[src/rtl/ins_encoder_pkg.sv]
// Shared types and constants for the RV32I instruction encoder.
// Format codes, base opcodes and the request record carried through stage 1.
package ins_encoder_pkg;

    typedef enum logic [2:0] {
        FMT_R   = 3'd0,
        FMT_I   = 3'd1,
        FMT_ISH = 3'd2,
        FMT_S   = 3'd3,
        FMT_B   = 3'd4,
        FMT_U   = 3'd5,
        FMT_J   = 3'd6,
        FMT_RSV = 3'd7
    } fmt_t;

    localparam logic [6:0] OP_LOAD   = 7'h03;
    localparam logic [6:0] OP_IMM    = 7'h13;
    localparam logic [6:0] OP_AUIPC  = 7'h17;
    localparam logic [6:0] OP_STORE  = 7'h23;
    localparam logic [6:0] OP_OP     = 7'h33;
    localparam logic [6:0] OP_LUI    = 7'h37;
    localparam logic [6:0] OP_BRANCH = 7'h63;
    localparam logic [6:0] OP_JALR   = 7'h67;
    localparam logic [6:0] OP_JAL    = 7'h6F;
    localparam logic [6:0] OP_SYSTEM = 7'h73;

    // All-zero is architecturally illegal, so it doubles as the error word.
    localparam logic [31:0] ILLEGAL_INS = 32'h0000_0000;

    typedef struct packed {
        fmt_t        fmt;
        logic [6:0]  opcode;
        logic [4:0]  rd;
        logic [4:0]  rs1;
        logic [4:0]  rs2;
        logic [2:0]  funct3;
        logic [6:0]  funct7;
        logic [31:0] imm;
    } req_t;

endpackage

[src/rtl/ins_encoder_if.sv]
// Request/response bundle between an instruction producer and the encoder.
// master = producer/consumer side, slave = encoder side.
interface ins_encoder_if #(
    parameter int ERR_CNT_W = 16
);
    logic                 in_valid;
    logic                 in_ready;
    logic [2:0]           fmt;
    logic [6:0]           opcode;
    logic [4:0]           rd;
    logic [4:0]           rs1;
    logic [4:0]           rs2;
    logic [2:0]           funct3;
    logic [6:0]           funct7;
    logic [31:0]          imm;
    logic                 out_valid;
    logic                 out_ready;
    logic [31:0]          ins;
    logic                 err;
    logic [ERR_CNT_W-1:0] err_cnt;

    modport master (
        output in_valid, fmt, opcode, rd, rs1, rs2, funct3, funct7, imm, out_ready,
        input  in_ready, out_valid, ins, err, err_cnt
    );

    modport slave (
        input  in_valid, fmt, opcode, rd, rs1, rs2, funct3, funct7, imm, out_ready,
        output in_ready, out_valid, ins, err, err_cnt
    );

endinterface

[src/rtl/ins_imm_range_chk.sv]
// Combinational encodability check: does the immediate fit the chosen format,
// is the format defined, and does the opcode carry the 32-bit marker bits.
module ins_imm_range_chk
    import ins_encoder_pkg::*;
(
    input  fmt_t        fmt,
    input  logic [1:0]  opcode_lsb,
    input  logic [31:0] imm,
    output logic        ok
);

    logic fits12;
    logic fits13;
    logic fits21;
    logic imm_ok;

    // A value fits an N-bit signed field when bits [31:N-1] are pure sign extension.
    assign fits12 = (imm[31:11] == '0) || (imm[31:11] == '1);
    assign fits13 = (imm[31:12] == '0) || (imm[31:12] == '1);
    assign fits21 = (imm[31:20] == '0) || (imm[31:20] == '1);

    always_comb begin
        imm_ok = 1'b0;
        case (fmt)
            FMT_R:   imm_ok = 1'b1;
            FMT_I:   imm_ok = fits12;
            FMT_S:   imm_ok = fits12;
            FMT_ISH: imm_ok = (imm[31:5] == '0);
            FMT_B:   imm_ok = fits13 && !imm[0];
            FMT_U:   imm_ok = (imm[11:0] == '0);
            FMT_J:   imm_ok = fits21 && !imm[0];
            default: imm_ok = 1'b0;
        endcase
    end

    assign ok = imm_ok && (opcode_lsb == 2'b11);

endmodule

[src/rtl/ins_encoder.sv]
// RV32I instruction encoder: two-stage valid/ready pipeline.
// Stage 1 captures the request and its encodability verdict, stage 2 holds the packed word.
module ins_encoder
    import ins_encoder_pkg::*;
#(
    parameter int ERR_CNT_W = 16
) (
    input  logic clk,
    input  logic rst_n,
    ins_encoder_if.slave bus
);

    req_t                 req_in;
    logic                 ok_in;

    req_t                 s1_req_reg;
    logic                 s1_ok_reg;
    logic                 s1_full_reg;

    logic                 s2_full_reg;
    logic [31:0]          ins_reg;
    logic                 err_reg;
    logic [ERR_CNT_W-1:0] err_cnt_reg;

    logic                 s2_ready;
    logic                 s1_adv;
    logic                 s1_load;
    logic                 hand_off;
    logic [31:0]          pack_word;

    always_comb begin
        req_in        = '0;
        req_in.fmt    = fmt_t'(bus.fmt);
        req_in.opcode = bus.opcode;
        req_in.rd     = bus.rd;
        req_in.rs1    = bus.rs1;
        req_in.rs2    = bus.rs2;
        req_in.funct3 = bus.funct3;
        req_in.funct7 = bus.funct7;
        req_in.imm    = bus.imm;
    end

    ins_imm_range_chk u_range_chk (
        .fmt        (req_in.fmt),
        .opcode_lsb (req_in.opcode[1:0]),
        .imm        (req_in.imm),
        .ok         (ok_in)
    );

    // Each stage refills in the same cycle its occupant leaves, so throughput is 1/cycle.
    assign hand_off     = s2_full_reg && bus.out_ready;
    assign s2_ready     = !s2_full_reg || bus.out_ready;
    assign s1_adv       = s1_full_reg && s2_ready;
    assign bus.in_ready = !s1_full_reg || s1_adv;
    assign s1_load      = bus.in_valid && bus.in_ready;

    always_ff @(posedge clk or negedge rst_n) begin
        if (!rst_n) begin
            s1_full_reg <= 1'b0;
            s1_ok_reg   <= 1'b0;
            s1_req_reg  <= '0;
        end else begin
            if (s1_load) begin
                s1_full_reg <= 1'b1;
                s1_ok_reg   <= ok_in;
                s1_req_reg  <= req_in;
            end else if (s1_adv) begin
                s1_full_reg <= 1'b0;
            end
        end
    end

    always_comb begin
        pack_word = ILLEGAL_INS;
        if (s1_ok_reg) begin
            case (s1_req_reg.fmt)
                FMT_R:   pack_word = {s1_req_reg.funct7, s1_req_reg.rs2, s1_req_reg.rs1,
                                      s1_req_reg.funct3, s1_req_reg.rd, s1_req_reg.opcode};
                FMT_I:   pack_word = {s1_req_reg.imm[11:0], s1_req_reg.rs1,
                                      s1_req_reg.funct3, s1_req_reg.rd, s1_req_reg.opcode};
                FMT_ISH: pack_word = {s1_req_reg.funct7, s1_req_reg.imm[4:0], s1_req_reg.rs1,
                                      s1_req_reg.funct3, s1_req_reg.rd, s1_req_reg.opcode};
                FMT_S:   pack_word = {s1_req_reg.imm[11:5], s1_req_reg.rs2, s1_req_reg.rs1,
                                      s1_req_reg.funct3, s1_req_reg.imm[4:0], s1_req_reg.opcode};
                FMT_B:   pack_word = {s1_req_reg.imm[12], s1_req_reg.imm[10:5], s1_req_reg.rs2,
                                      s1_req_reg.rs1, s1_req_reg.funct3, s1_req_reg.imm[4:1],
                                      s1_req_reg.imm[11], s1_req_reg.opcode};
                FMT_U:   pack_word = {s1_req_reg.imm[31:12], s1_req_reg.rd, s1_req_reg.opcode};
                FMT_J:   pack_word = {s1_req_reg.imm[20], s1_req_reg.imm[10:1], s1_req_reg.imm[11],
                                      s1_req_reg.imm[19:12], s1_req_reg.rd, s1_req_reg.opcode};
                default: pack_word = ILLEGAL_INS;
            endcase
        end
    end

    // ins/err only change when stage 1 advances, which cannot happen during a stall.
    always_ff @(posedge clk or negedge rst_n) begin
        if (!rst_n) begin
            s2_full_reg <= 1'b0;
            ins_reg     <= ILLEGAL_INS;
            err_reg     <= 1'b0;
        end else begin
            if (s1_adv) begin
                s2_full_reg <= 1'b1;
                ins_reg     <= pack_word;
                err_reg     <= !s1_ok_reg;
            end else if (hand_off) begin
                s2_full_reg <= 1'b0;
            end
        end
    end

    always_ff @(posedge clk or negedge rst_n) begin
        if (!rst_n) begin
            err_cnt_reg <= '0;
        end else if (hand_off && err_reg && (err_cnt_reg != '1)) begin
            err_cnt_reg <= err_cnt_reg + 1'b1;
        end
    end

    assign bus.out_valid = s2_full_reg;
    assign bus.ins       = ins_reg;
    assign bus.err       = err_reg;
    assign bus.err_cnt   = err_cnt_reg;

endmodule

[src/flat_wrapper.sv]
// flat-port wrapper written by rule: the top's interface ports become plain ports
module ins_encoder_flat import ins_encoder_pkg::*;
#(
    parameter int ERR_CNT_W = 16
)
  (clk, rst_n, bus_in_valid, bus_fmt, bus_opcode, bus_rd, bus_rs1, bus_rs2, bus_funct3, bus_funct7, bus_imm, bus_out_ready, bus_in_ready, bus_out_valid, bus_ins, bus_err, bus_err_cnt);
  ins_encoder_if #(.ERR_CNT_W(ERR_CNT_W)) bus_i ();
  input  logic clk;
  input  logic rst_n;
  input wire logic [$bits(bus_i.in_valid)-1:0] bus_in_valid;
  input wire logic [$bits(bus_i.fmt)-1:0] bus_fmt;
  input wire logic [$bits(bus_i.opcode)-1:0] bus_opcode;
  input wire logic [$bits(bus_i.rd)-1:0] bus_rd;
  input wire logic [$bits(bus_i.rs1)-1:0] bus_rs1;
  input wire logic [$bits(bus_i.rs2)-1:0] bus_rs2;
  input wire logic [$bits(bus_i.funct3)-1:0] bus_funct3;
  input wire logic [$bits(bus_i.funct7)-1:0] bus_funct7;
  input wire logic [$bits(bus_i.imm)-1:0] bus_imm;
  input wire logic [$bits(bus_i.out_ready)-1:0] bus_out_ready;
  output wire logic [$bits(bus_i.in_ready)-1:0] bus_in_ready;
  output wire logic [$bits(bus_i.out_valid)-1:0] bus_out_valid;
  output wire logic [$bits(bus_i.ins)-1:0] bus_ins;
  output wire logic [$bits(bus_i.err)-1:0] bus_err;
  output wire logic [$bits(bus_i.err_cnt)-1:0] bus_err_cnt;
  assign bus_i.in_valid = bus_in_valid;
  assign bus_i.fmt = bus_fmt;
  assign bus_i.opcode = bus_opcode;
  assign bus_i.rd = bus_rd;
  assign bus_i.rs1 = bus_rs1;
  assign bus_i.rs2 = bus_rs2;
  assign bus_i.funct3 = bus_funct3;
  assign bus_i.funct7 = bus_funct7;
  assign bus_i.imm = bus_imm;
  assign bus_i.out_ready = bus_out_ready;
  assign bus_in_ready = bus_i.in_ready;
  assign bus_out_valid = bus_i.out_valid;
  assign bus_ins = bus_i.ins;
  assign bus_err = bus_i.err;
  assign bus_err_cnt = bus_i.err_cnt;
  ins_encoder #(.ERR_CNT_W(ERR_CNT_W)) u_core (.clk(clk), .rst_n(rst_n), .bus(bus_i));
endmodule
[config.mk]
export PLATFORM = sky130hd
export DESIGN_NAME = ins_encoder_flat
export DESIGN_NICKNAME = d
export VERILOG_FILES = /design/src/rtl/ins_encoder_pkg.sv /design/src/rtl/ins_encoder_if.sv /design/src/rtl/ins_imm_range_chk.sv /design/src/rtl/ins_encoder.sv /design/src/flat_wrapper.sv
export SDC_FILE = /design/constraint.sdc
export NUM_CORES = 1
export LEC_CHECK = 0
export ABC_CLOCK_PERIOD_IN_PS = 3300
export CAP_MARGIN = 20
export CORE_AREA = 2 2 104 106
export CTS_CLUSTER_DIAMETER = 50
export DETAILED_ROUTE_END_ITERATION = 16
export DIE_AREA = 0 0 106 108
export PLACE_DENSITY = 0.9
export SYNTH_ARGS = -nofsm -noshare
export SYNTH_HDL_FRONTEND = slang
export SYNTH_SLANG_ARGS = --single-unit
[constraint.sdc]
create_clock -name clk -period 3.3 [get_ports clk]
set_input_delay 0.495 -clock clk [delete_from_list [all_inputs] [get_ports clk]]
set_output_delay 0.495 -clock clk [all_outputs]
set_load 0.005 [all_outputs]
==> impl_metrics.tcl <==
set metrics [dict create \
    run_status "complete, no violations" \
    fin_tns_setup_ns 0 \
    syn_nets 536 \
    power_density_nw_per_um2 603 \
    design_area_um2 7350 \
    slew_headroom 0.279 \
    gp_congestion 0.832 \
    worstSetupEndpointType "output pin" \
    p_int_mw 3.23 \
    rows 37 \
    rrSetupSlack_ns 1.20 \
    fin_util 0.718 \
    drc 0 \
    synth.avg_cell_area_um2 11.7 \
    p_clk_frac 0.408 \
    grtUsageTotal 0.251 \
    dieArea_um2 11400 \
    via_count 4306 \
    final_nets 658 \
    clockBufferDepth 2 \
    hold_slack_ns 0.0307 \
    grt_pass1_vias 4373 \
    sequentialPowerShare 0.407 \
    cellLeakagePower_nw 3.00 \
    ys_seq_elements 119 \
    max-cap-violations 0 \
    fp.dieH_um 108 \
    drive_gt1_frac 0.175 \
    drt-total-wl_um 13700 \
    rsz0062_at_grt "no" \
    synth_top_area_share 0.551 \
    cts_max_level 4 \
    layout_min_cycle_time_ns 2.17 \
    skew_ns 0.00831 \
    fmax_mhz 460 \
    switching_share 0.270 \
    grt_overflow 0 \
    drt_iter0_drc 353 \
    initial_core_util 0.529 \
    cts_setup_buffers 0 \
    hold_path.class "input port to asynchronous set/reset pin" \
    numClockSinks 119 \
    grt_pass1_wl_um 22200 \
    placed_cell_area_um2 6770 \
    finalHoldViolCount 0 \
    largest_reg_flops 67 \
    synth_edf_count 0 \
    cts_tree "yes" \
    tightestPinTransition_ns 1.08 \
    fill_cells 696 \
    numCtsBuffers 17 \
    numPortBuffers 121 \
    n_antenna_cell 0 \
    syn_to_final_growth_pct 35.8 \
    hpwl_um 9070 \
    power_frac_comb 0.184 \
    ys_warn_count 0 \
    first_pass_iters 5 \
    synth_top_cell_by_area "dfrtp_1" \
    antenna_found_initial 0 \
    die_w_um 106 \
    setup_viol 0 \
    synth_area_um2 5410 \
    io_pins 122 \
    ir_worst_vdd_uv 408 \
    post_drt_wl_per_cell_um 18.6 \
    crit_arrival_ns 1.68 \
    cts.repair.resized 0 \
    slew_violations 0 \
    timing.final.crit_share 0.659 \
    grt_max_degree 63 \
    ys_top_cells_by_area "dfrtp_1 55%, mux2_2 12%, nand2_1 2.6%, nor2b_1 2.4%, a21oi_1 2.3%" \
    final_antenna_net_count 0 \
    cts-root-buf "clkbuf_8" \
    path_class "input port to output pin" \
    crit_path_max_fanout 3 \
    switching_power_mw 1.19 \
    worstSkewPairLatency_ns 0.52 \
    clkTransAtPathRegs_ns 0.06 \
    ys_seq_area_frac 0.551 \
    viasPerCell 5.86 \
    synthDistinctLibCells 45 \
    cp.required_ns 2.80 \
    core_region_area_um2 10200 \
    crit_path_start_kind "input port" \
    postSynth.asyncResetShare 1.00 \
    syn_inst 464 \
    synth-main-ff-cell "dfrtp_1" \
    ctsHoldBuffers 0 \
]
cells in the final DEF (no fill, tap or decap), drive strengths merged, types with 4 or more instances in the layout:
cell and n:
nand2 38, clkdlybuf4s50 120, clkinv 4, a21oi 25, a22oi 13, nor2 11
a211oi 8, mux2i 10, a31oi 8, dfrtp 119, a22o 14, nor2b 21
nand3 8, buf 9, nor4 7, nand4 12, mux2 69, o21ai 26
xnor2 12, clkinvlp 4, clkbuf 20, o22ai 6, nand2b 5
critical path, cell delays in order:
cell and delay, ns:
clkdlybuf4s50_1 0.50, nand3b_1 0.17, clkdlybuf4s50_1 0.52
final cells by class:
class,instances,area [µm²],share of cell area
clock buffer,20,425,0.0579
clock inverter,12,153,0.0208
inverter,2,7.51,0.00102
multi-input combinational,317,2320,0.316
sequential,119,2980,0.405
tap,136,170,0.0232
timing repair buffer,129,1290,0.176
layer usage:
layer  routed length [µm]  global-route usage
met1                 5760               0.321
met5                    0                   0
met3                  775              0.0651
met2                 6680               0.406
met4                  461               0.112
final timing paths:
check	to	startpoint	cells past startpoint
min in group clk	u_core.bus.ins[9]	u_core.bus.ins[9]	2
min reg2reg	u_core.bus.ins[9]	u_core.bus.ins[9]	2
max	bus_in_ready	bus_out_ready	3
min	u_core.bus.ins[29]	rst_n	1
max reg2reg	u_core.bus.ins[14]	u_core.s1_req_reg[65]	4
max in group asynchronous	u_core.s1_req_reg[53]	rst_n	2
cell families (layout without fill, tap and decap cells):
group           Yosys count  count (layout)  share of synthesized area
compound gates          108             108                      0.129
xor+xnor                 13              13                     0.0211
fa+ha+maj                 1               1                    0.00231
buf+inv                  28             163                     0.0211
flops                   119             119                      0.551
mux                      79              79                      0.162
simple gates            116             116                      0.113
power groups by stage:
stage,logic [mW],clock network (mW),registers (mW)
finish,0.816,1.81,1.80
global route,0.885,1.90,1.82
CTS,0.819,1.82,1.80
detailed placement,0.803,0,1.82
global placement,0.767,0,1.80
floorplan,0.461,0,1.77
synth_stat cells, drive strengths merged (2+ instances only):
cell type / instances
buf: 6
o21ai: 26
and3: 2
a21oi: 25
nand2b: 5
nor2b: 21
a211oi: 8
clkbuf: 20
dfrtp: 119
nor4: 7
nand4: 12
a31oi: 8
nand3b: 2
inv: 2
a21boi: 2
mux2i: 10
mux2: 69
a22o: 14
nor2: 11
nand2: 38
xnor2: 12
a22oi: 13
nor3: 3
o22ai: 6
nand3: 8
or4: 3
through the flow:
step	worst slack [ns]	power, mW	cells
final	1.13	4.43	735
after CTS	1.12	4.44	735
after global placement	0.855	2.57	703
after global routing	1.07	4.61	735
after floorplan	1.33	2.23	464
after detailed placement	0.796	2.62	703
Power figures use the tool's default switching activity.
